===== src/rtl/zion_arb_pkg.sv =====
// Shared arbitration types and helpers for the zion bitmap mux/arbiter family.
package zion_arb_pkg;

    typedef enum logic {
        ARB_FIXED = 1'b0,
        ARB_RR    = 1'b1
    } arb_mode_e;

    // Binary index of a onehot vector; a zero vector maps to index 0.
    function automatic int onehot2idx(input logic [63:0] oh);
        int idx;
        idx = 0;
        for (int i = 0; i < 64; i++) begin
            if (oh[i]) idx = i;
        end
        return idx;
    endfunction

endpackage


===== src/rtl/zion_rr_onehot_pick.sv =====
// Combinational onehot pick: first set bit of req at or above ptr, wrapping to bit 0.
module zion_rr_onehot_pick #(
    parameter int CHN   = 4,
    parameter int IDX_W = $clog2(CHN)
) (
    input  logic [CHN-1:0]   req,
    input  logic [IDX_W-1:0] ptr,
    output logic [CHN-1:0]   gnt
);

    logic [2*CHN-1:0] dbl;
    logic [2*CHN-1:0] dbl_m;
    logic [2*CHN-1:0] low;

    // The upper copy keeps every bit, so bits below ptr are still reachable after the wrap.
    always_comb begin
        dbl = {req, req};
        for (int j = 0; j < 2 * CHN; j++) begin
            dbl_m[j] = dbl[j] & (j >= int'(ptr));
        end
        low = dbl_m & (~dbl_m + (2*CHN)'(1));
        gnt = low[CHN-1:0] | low[2*CHN-1:CHN];
    end

endmodule


===== src/rtl/zion_mux_bitmap_arb.sv =====
// Registered N-channel bitmap mux with fixed-LSB or round-robin arbitration
// feeding a one-entry valid/ready output register.
module zion_mux_bitmap_arb
    import zion_arb_pkg::*;
#(
    parameter int        CHN   = 4,
    parameter int        WIDTH = 8,
    parameter arb_mode_e MODE  = ARB_FIXED,
    parameter int        IDX_W = $clog2(CHN)
) (
    input  logic                 clk,
    input  logic                 rst,
    input  logic [CHN-1:0]       iVld,
    input  logic [CHN*WIDTH-1:0] iDat,
    input  logic [CHN-1:0]       iMask,
    output logic [CHN-1:0]       oRdy,
    output logic                 oVld,
    output logic [WIDTH-1:0]     oDat,
    output logic [CHN-1:0]       oSel,
    output logic [IDX_W-1:0]     oIdx,
    input  logic                 iRdy
);

    initial begin
        if (CHN < 2 || WIDTH < 1) begin
            $error("zion_mux_bitmap_arb: illegal parameters CHN=%0d WIDTH=%0d", CHN, WIDTH);
`ifdef CHECK_ERR_EXIT
            $finish;
`endif
        end
    end

    logic [CHN-1:0]   req;
    logic [CHN-1:0]   gnt;
    logic [IDX_W-1:0] pick_ptr;
    logic [IDX_W-1:0] gidx;
    logic             load;

    logic             oVld_q, oVld_d;
    logic [WIDTH-1:0] oDat_q, oDat_d;
    logic [CHN-1:0]   oSel_q, oSel_d;
    logic [IDX_W-1:0] oIdx_q, oIdx_d;
    logic [IDX_W-1:0] ptr_q,  ptr_d;

    assign req      = iVld & iMask;
    assign pick_ptr = (MODE == ARB_RR) ? ptr_q : '0;

    zion_rr_onehot_pick #(
        .CHN   (CHN),
        .IDX_W (IDX_W)
    ) u_pick (
        .req (req),
        .ptr (pick_ptr),
        .gnt (gnt)
    );

    assign gidx = IDX_W'(onehot2idx(64'(gnt)));
    assign load = ~oVld_q | iRdy;
    assign oRdy = rst ? '0 : (gnt & {CHN{load}});

    always_comb begin
        oVld_d = oVld_q;
        oDat_d = oDat_q;
        oSel_d = oSel_q;
        oIdx_d = oIdx_q;
        ptr_d  = ptr_q;
        if (load) begin
            if (|req) begin
                oVld_d = 1'b1;
                oDat_d = iDat[int'(gidx)*WIDTH +: WIDTH];
                oSel_d = gnt;
                oIdx_d = gidx;
            end else begin
                oVld_d = 1'b0;
            end
        end
        // Only an actual transfer advances the turn; idle or masked channels never consume one.
        if (|oRdy) begin
            ptr_d = (gidx == IDX_W'(CHN - 1)) ? '0 : gidx + IDX_W'(1);
        end
    end

    always_ff @(posedge clk) begin
        if (rst) begin
            oVld_q <= 1'b0;
            oDat_q <= '0;
            oSel_q <= '0;
            oIdx_q <= '0;
            ptr_q  <= '0;
        end else begin
            oVld_q <= oVld_d;
            oDat_q <= oDat_d;
            oSel_q <= oSel_d;
            oIdx_q <= oIdx_d;
            ptr_q  <= ptr_d;
        end
    end

    assign oVld = oVld_q;
    assign oDat = oDat_q;
    assign oSel = oSel_q;
    assign oIdx = oIdx_q;

endmodule

`ifndef ZION_MUX_BITMAP_ARB_MACRO
`define ZION_MUX_BITMAP_ARB_MACRO
`define Zion_mux_bitmap_arb(UnitName, clk_, rst_, iVld_, iDat_, iMask_, oRdy_, oVld_, oDat_, oSel_, oIdx_, iRdy_, MODE_ = zion_arb_pkg::ARB_FIXED) \
    zion_mux_bitmap_arb #( \
        .CHN   ($bits(iVld_)), \
        .WIDTH ($bits(oDat_)), \
        .MODE  (MODE_) \
    ) UnitName ( \
        .clk   (clk_), \
        .rst   (rst_), \
        .iVld  (iVld_), \
        .iDat  (iDat_), \
        .iMask (iMask_), \
        .oRdy  (oRdy_), \
        .oVld  (oVld_), \
        .oDat  (oDat_), \
        .oSel  (oSel_), \
        .oIdx  (oIdx_), \
        .iRdy  (iRdy_) \
    );
`endif


===== config.mk =====
export PLATFORM = sky130hd
export DESIGN_NAME = zion_mux_bitmap_arb
export DESIGN_NICKNAME = d
export VERILOG_FILES = /design/src/rtl/zion_arb_pkg.sv /design/src/rtl/zion_rr_onehot_pick.sv /design/src/rtl/zion_mux_bitmap_arb.sv
export SDC_FILE = /design/constraint.sdc
export NUM_CORES = 1
export LEC_CHECK = 0
export CAP_MARGIN = 20
export CORE_AREA = 2 2 53 55
export CTS_CLUSTER_DIAMETER = 150
export CTS_CLUSTER_SIZE = 10
export DETAILED_ROUTE_END_ITERATION = 16
export DIE_AREA = 0 0 55 57
export DONT_BUFFER_PORTS = 1
export SLEW_MARGIN = 20
export SYNTH_ARGS = -nofsm -noshare
export SYNTH_HDL_FRONTEND = slang
export SYNTH_SLANG_ARGS = --single-unit

===== constraint.sdc =====
create_clock -name clk -period 3.7 [get_ports clk]
set_clock_uncertainty 0.05 [all_clocks]
set_input_delay 0.37 -clock clk [delete_from_list [all_inputs] [get_ports clk]]
set_output_delay 0.37 -clock clk [all_outputs]
set_load 0.01 [all_outputs]

[Yosys cells after proc, flatten, opt, wreduce, memory -nomap -nowiden]
Index checks and enable logic that the tools add are counted.
Word-level totals
  register bits after elaboration: 15
  input port bits: 43
  word-level logic and storage cells: 20
Cells by class
  $add $sub $neg: 1
  shifts and indexed selects: 1
  muxes and demuxes: 5
  bitwise logic cells: 7
  reductions and logical operators: 2
Operator list (number)
  $shiftx A32 B6 Y8: 1
  $add A8 B1 Y8 const B: 1
  $and A4 B4 Y4: 2
  $and A8 B8 Y8: 1
  $not A8 Y8: 1
  $mux W2: 2
  $mux W4: 1
  $or A4 B4 Y4: 1
  $reduce_or A4 Y1: 1
  $mux W1: 2
  $reduce_and A2 Y1: 1
  $not A1 Y1: 1
  $or A1 B1 Y1: 1

[Logic depth before layout (Yosys ltp)]
  word-level depth: 9
  gate-level depth with buffers: 6
  mapped depth without buffers: 4

[Modules after synthesis]
From an unflattened synthesis, not the netlist that was laid out.
Second synthesis, totals
  cell total of the unflattened synthesis: 118
  area, all modules: 965.9 um2
Modules (own cells, without submodules)
  zion_mux_bitmap_arb: times used 1, cells an instance 102, area each 858.3 um2
  zion_rr_onehot_pick: times used 1, cells an instance 16, area each 107.6 um2

[Worst setup path after synthesis]
Ideal clock, no wire load.
  kind: input port to flip-flop
  start point: input iVld[2]
  end point: register oDat_q[0], in the netlist oDat[0]
  setup time: 0.112 ns
  data arrival time: 1.667 ns
  required time: 3.538 ns
  path slack: 1.870 ns
  cell stages on the path: 5
  path buffers: 2
  cells stage by stage: buf_6 -> a222oi_1 -> a21oi_2 -> buf_6 -> a2111oi_1
Between the ends
  word-level cells in the longest chain between the ends: 9
RTL lines
  from (decl): line zion_mux_bitmap_arb.sv:13  | input logic [CHN-1:0] iVld,
  $and A4 B4 Y4 *: line zion_mux_bitmap_arb.sv:45  | assign req = iVld & iMask;
  $not A8 Y8: line zion_rr_onehot_pick.sv:21  | low = dbl_m & (~dbl_m + (2*CHN)'(1));
  $add A8 B1 Y8: line zion_rr_onehot_pick.sv:21
  $and A8 B8 Y8: line zion_rr_onehot_pick.sv:21
  $or A4 B4 Y4: line zion_rr_onehot_pick.sv:22  | gnt = low[CHN-1:0] | low[2*CHN-1:CHN];
  $mux W1: line zion_arb_pkg.sv:14  | if (oh[i]) idx = i;
  $mux W2 (2 in series): line zion_arb_pkg.sv:14
  $shiftx A32 B6 Y8: line zion_mux_bitmap_arb.sv:70  | oDat_d = iDat[int'(gidx)*WIDTH +: WIDTH];
  to (signal assigned): line zion_mux_bitmap_arb.sv:92  | oDat_q <= oDat_d;
  to (decl): line zion_mux_bitmap_arb.sv:40  | logic [WIDTH-1:0] oDat_q, oDat_d;
Mark *: on every way between the ends. The rest lies on a longest branch, timed or not.
A chain may end at the register's enable or synchronous reset.

[Worst setup path after layout]
  start point: input iVld[0]
  end point: output oRdy[3]
Between the ends
  word-level cells in the longest chain between the ends: 7
RTL lines
  $and A4 B4 Y4: line zion_mux_bitmap_arb.sv:45
  $not A8 Y8: line zion_rr_onehot_pick.sv:21
  $add A8 B1 Y8: line zion_rr_onehot_pick.sv:21
  $and A8 B8 Y8: line zion_rr_onehot_pick.sv:21
  $or A4 B4 Y4: line zion_rr_onehot_pick.sv:22
  $and A4 B4 Y4: line zion_mux_bitmap_arb.sv:59  | assign oRdy = rst ? '0 : (gnt & {CHN{load}});
  $mux W4: line zion_mux_bitmap_arb.sv:59
  to (decl): line zion_mux_bitmap_arb.sv:16  | output logic [CHN-1:0] oRdy,
No other way between the ends.

==> reports/qor_table.md <==
| Result | This run |
|---|---|
| Buffers added on ports | 0 |
| Die Height | 57 microns |
| Initial standard-cell utilization of the core | 0.358 |
| Via-per-instance ratio | 6.51 |
| Total of warnings raised by yosys | 0 |
| Syn_nets | 160 |
| Fraction of post-synthesis cell area in the top cell type by area | 0.320 |
| Max-slew headroom | 0.475 |
| Average detailed-routed wire length per instance | 20.0 microns |
| Kind of end point of the critical path | output pin |
| Clock tree from TritonCTS | yes |
| # rows | 19 |
| Core region area | 2620 sq um |
| Antenna violations before repair | 0 |
| Post-DRT Antenna Nets | 0 |
| Startpoint-to-endpoint class of the critical path | in -> out |
| Share of the clock period used by the worst path after layout | 0.553 |
| Mux cell area share after synthesis | 0.0107 |
| Area growth syn-to-layout | -0.801% |
| Main combinational cell family by area after synthesis | compound AO/OA/AOI/OAI gates |
| Instance count of the mapped netlist | 117 |
| Class of the tightest hold or removal check | in -> reg |
| Arithmetic-cell share of the synthesized area counting full adders, half adders and majority gates | 0 |
| Mapped cell area | 937 sq um |
| Count of buffers added by post-CTS timing repair for setup | 0 |
| Overall die area | 3140 sq um |
| DRC violations left | 0 |
| Ratio of total power to cell area | 392 nW/um^2 |
| Layout Nets | 157 |
| Largest area contributor in the netlist | sky130_fd_sc_hd__dfxtp_1 |
| Share of post-route cells with drive strength above 1 | 0.0531 |
| Share of the synthesized area in compound gates (AO/OA/AOI/OAI) | 0.352 |
| Setup repair after global routing missed its margin | false |
| Post-synthesis cell type count | 32 |
| Ordered cell list for the critical path | nand2_1 -> nand2_1 -> nor4_1 |
| Data arrival time of the critical path | 1630 ps |
| Mean post-synth cell area | 8.01 sq um |
| Number of placed I/O pins | 62 |
| Fin crit period | 2050 ps |
| Maximum frequency from static timing analysis | 0.488 GHz |
| Resize count post-CTS | 0 |
| Clock insertion delay at the later pin of the skew report | 290 ps |
| Iteration count of the initial detailed-routing pass | 4 |
| Cts bufs inserted | 3 |
| Post-cts hold buffer count | 0 |
| Grt total ovfl | 0 |
| Largest fanout of any net on the critical path | 13 |
| Outcome | finished, final reports clean |
| Horiz. Die Dim | 55 microns |
| Xor/xnor cell area share of the yosys netlist | 0 |
| Static leakage power | 0.308 nW |
| Max-cap violations | 0 |
| WL final | 2880 microns |
| Startpoint type of the worst setup path | input port |
| Fraction of registers with async set or reset after synthesis | 0 |
| Post-synth top flop | sky130_fd_sc_hd__dfxtp_1 |
| Ant diodes | 0 |
| Slew Viols, Final | 0 |
| Biggest cell delay along the critical path | 590 ps |
| Final Hold Violating Endpoints | 0 |
| Worst vdd ir | 0.218 mV |
| Register bit total from synthesis | 15 |
| Top cells by area in the synthesized netlist | sky130_fd_sc_hd__dfxtp_1 32%, sky130_fd_sc_hd__nand3_1 8.5%, sky130_fd_sc_hd__a2111oi_1 7.5% |
| GP Congestion | 0.797 |
| Sequential cell area fraction in the yosys report | 0.320 |
| Cell area after placement | 903 sq um |
| Aggregate negative setup slack | 0 ps |
| Library cell appearing most often on the critical path | sky130_fd_sc_hd__nand2_1 |
| Vias in the first global route | 866 |
| Count of final setup violators | 0 |
| Number of enable flip-flop cells after synthesis | 0 |
| Post-Synth Simple-Gate Area | 0.235 |
| Bufs on Longest Clock Path | 2 |
| Number of clock sinks seen by CTS | 15 |
| Maximum number of pins on one net before global-route repair | 19 |
| All-layer global routing usage | 0.185 |
| Count of buffering cells on the critical path with inverters included | 0 |
| Wire length of the first global-routing pass | 4120 microns |
| Cell type group with the largest total delay on the critical path | simple AND/OR/NAND/NOR gates |
| Final instance area | 930 sq um |
| Clock-pin slew on the worst setup and hold paths | 90 ps |
| H-tree level count | 1 |
| Total vias in the final route | 937 |
| Crit path max-delay cell type | sky130_fd_sc_hd__nor4_1 |
| Most instantiated cells after synthesis | 16 x sky130_fd_sc_hd__nand3_1, 16 x sky130_fd_sc_hd__nor2_1, 15 x sky130_fd_sc_hd__dfxtp_1 |
| Root buffer cell | sky130_fd_sc_hd__clkbuf_4 |
| DRC marker count from the first detailed-route iteration | 24 |
| Transition at the pin with the smallest max-transition slack | 788 ps |
| Placed wire-length estimate after detailed placement | 2230 microns |
| Required arrival time at the worst endpoint | 3280 ps |
## report_power, final
group | switching, mW | internal [mW] | total [mW]
Clock | 0.0554 | 0.0420 | 0.0975
Combinational | 0.0447 | 0.0283 | 0.0729
Sequential | 0.0175 | 0.177 | 0.194
Total | 0.118 | 0.247 | 0.365
## per-stage QoR
| stage | hold WS, ps | utilization | total power, mW | std cells | setup slack, ps |
|---|---|---|---|---|---|
| finish | 87.7 | 0.356 | 0.365 | 144 | 1650 |
| CTS | 81.3 | 0.356 | 0.367 | 144 | 1660 |
| global placement | 393 | 0.345 | 0.269 | 140 | 1740 |
| floorplan | 397 | - | 0.267 | 117 | 1870 |
| global route | 85.0 | 0.356 | 0.383 | 144 | 1560 |
| detailed placement | 396 | 0.345 | 0.271 | 140 | 1660 |
## flip-flops by register name, summed over array words and instances (netlist names)
| signal | count |
|---|---|
| oDat | 8 |
| oVld | 1 |
| oSel | 4 |
| oIdx | 2 |
## layer usage
layer	wire (microns)	vias to the layer above	GRT usage
met5	0	-	0
met4	55	0	0.0836
met3	371	7	0.0890
met2	1420	37	0.289
met1	1030	438	0.210
li1	-	455	-
## cells in the final DEF (no fill, tap or decap), drive strengths merged
cell type and count:
mux2i 1, clkbuf 4, inv 1, nor3 2
a2111oi 14, and2 1, a222oi 1, dfxtp 15
nor2b 1, a211oi 3, a31oi 2, o21ai 7
a21o 2, nand2 8, nor2 16, a22oi 1
o211ai 1, o21a 1, nor4 1, nand3 16
a32oi 1, o22ai 7, nand2b 2, o32ai 1
a21oi 3, or2b 1
## final cells by class
cell class                      count  area (sq um)
Fill cell                         302          1690
Sequential cell                    15           300
Multi-Input combinational cell     93           561
Inverter                            1          3.75
Tap cell                           31          38.8
Clock buffer                        4          26.3
## kinds of logic (layout without fill, tap and decap cells)
| group | after synthesis | in the layout |
|---|---|---|
| flip-flops | 15 | 15 |
| AO/OA/AOI/OAI | 44 | 44 |
| AND/OR/NAND/NOR | 48 | 48 |
| buffers and inverters | 9 | 5 |
| multiplexers | 1 | 1 |
## final timing paths
kind	start	endpoint	slack, ps	cells after the start
setup / recovery	iVld[0]	oRdy[3]	1650	3
hold / removal	rst	oDat[2]	90	1
setup reg to reg	oVld	oDat[0]	1930	4
hold reg to reg	oSel[1]	oSel[1]	470	2
No activity file was read; power rests on OpenSTA's default activity.
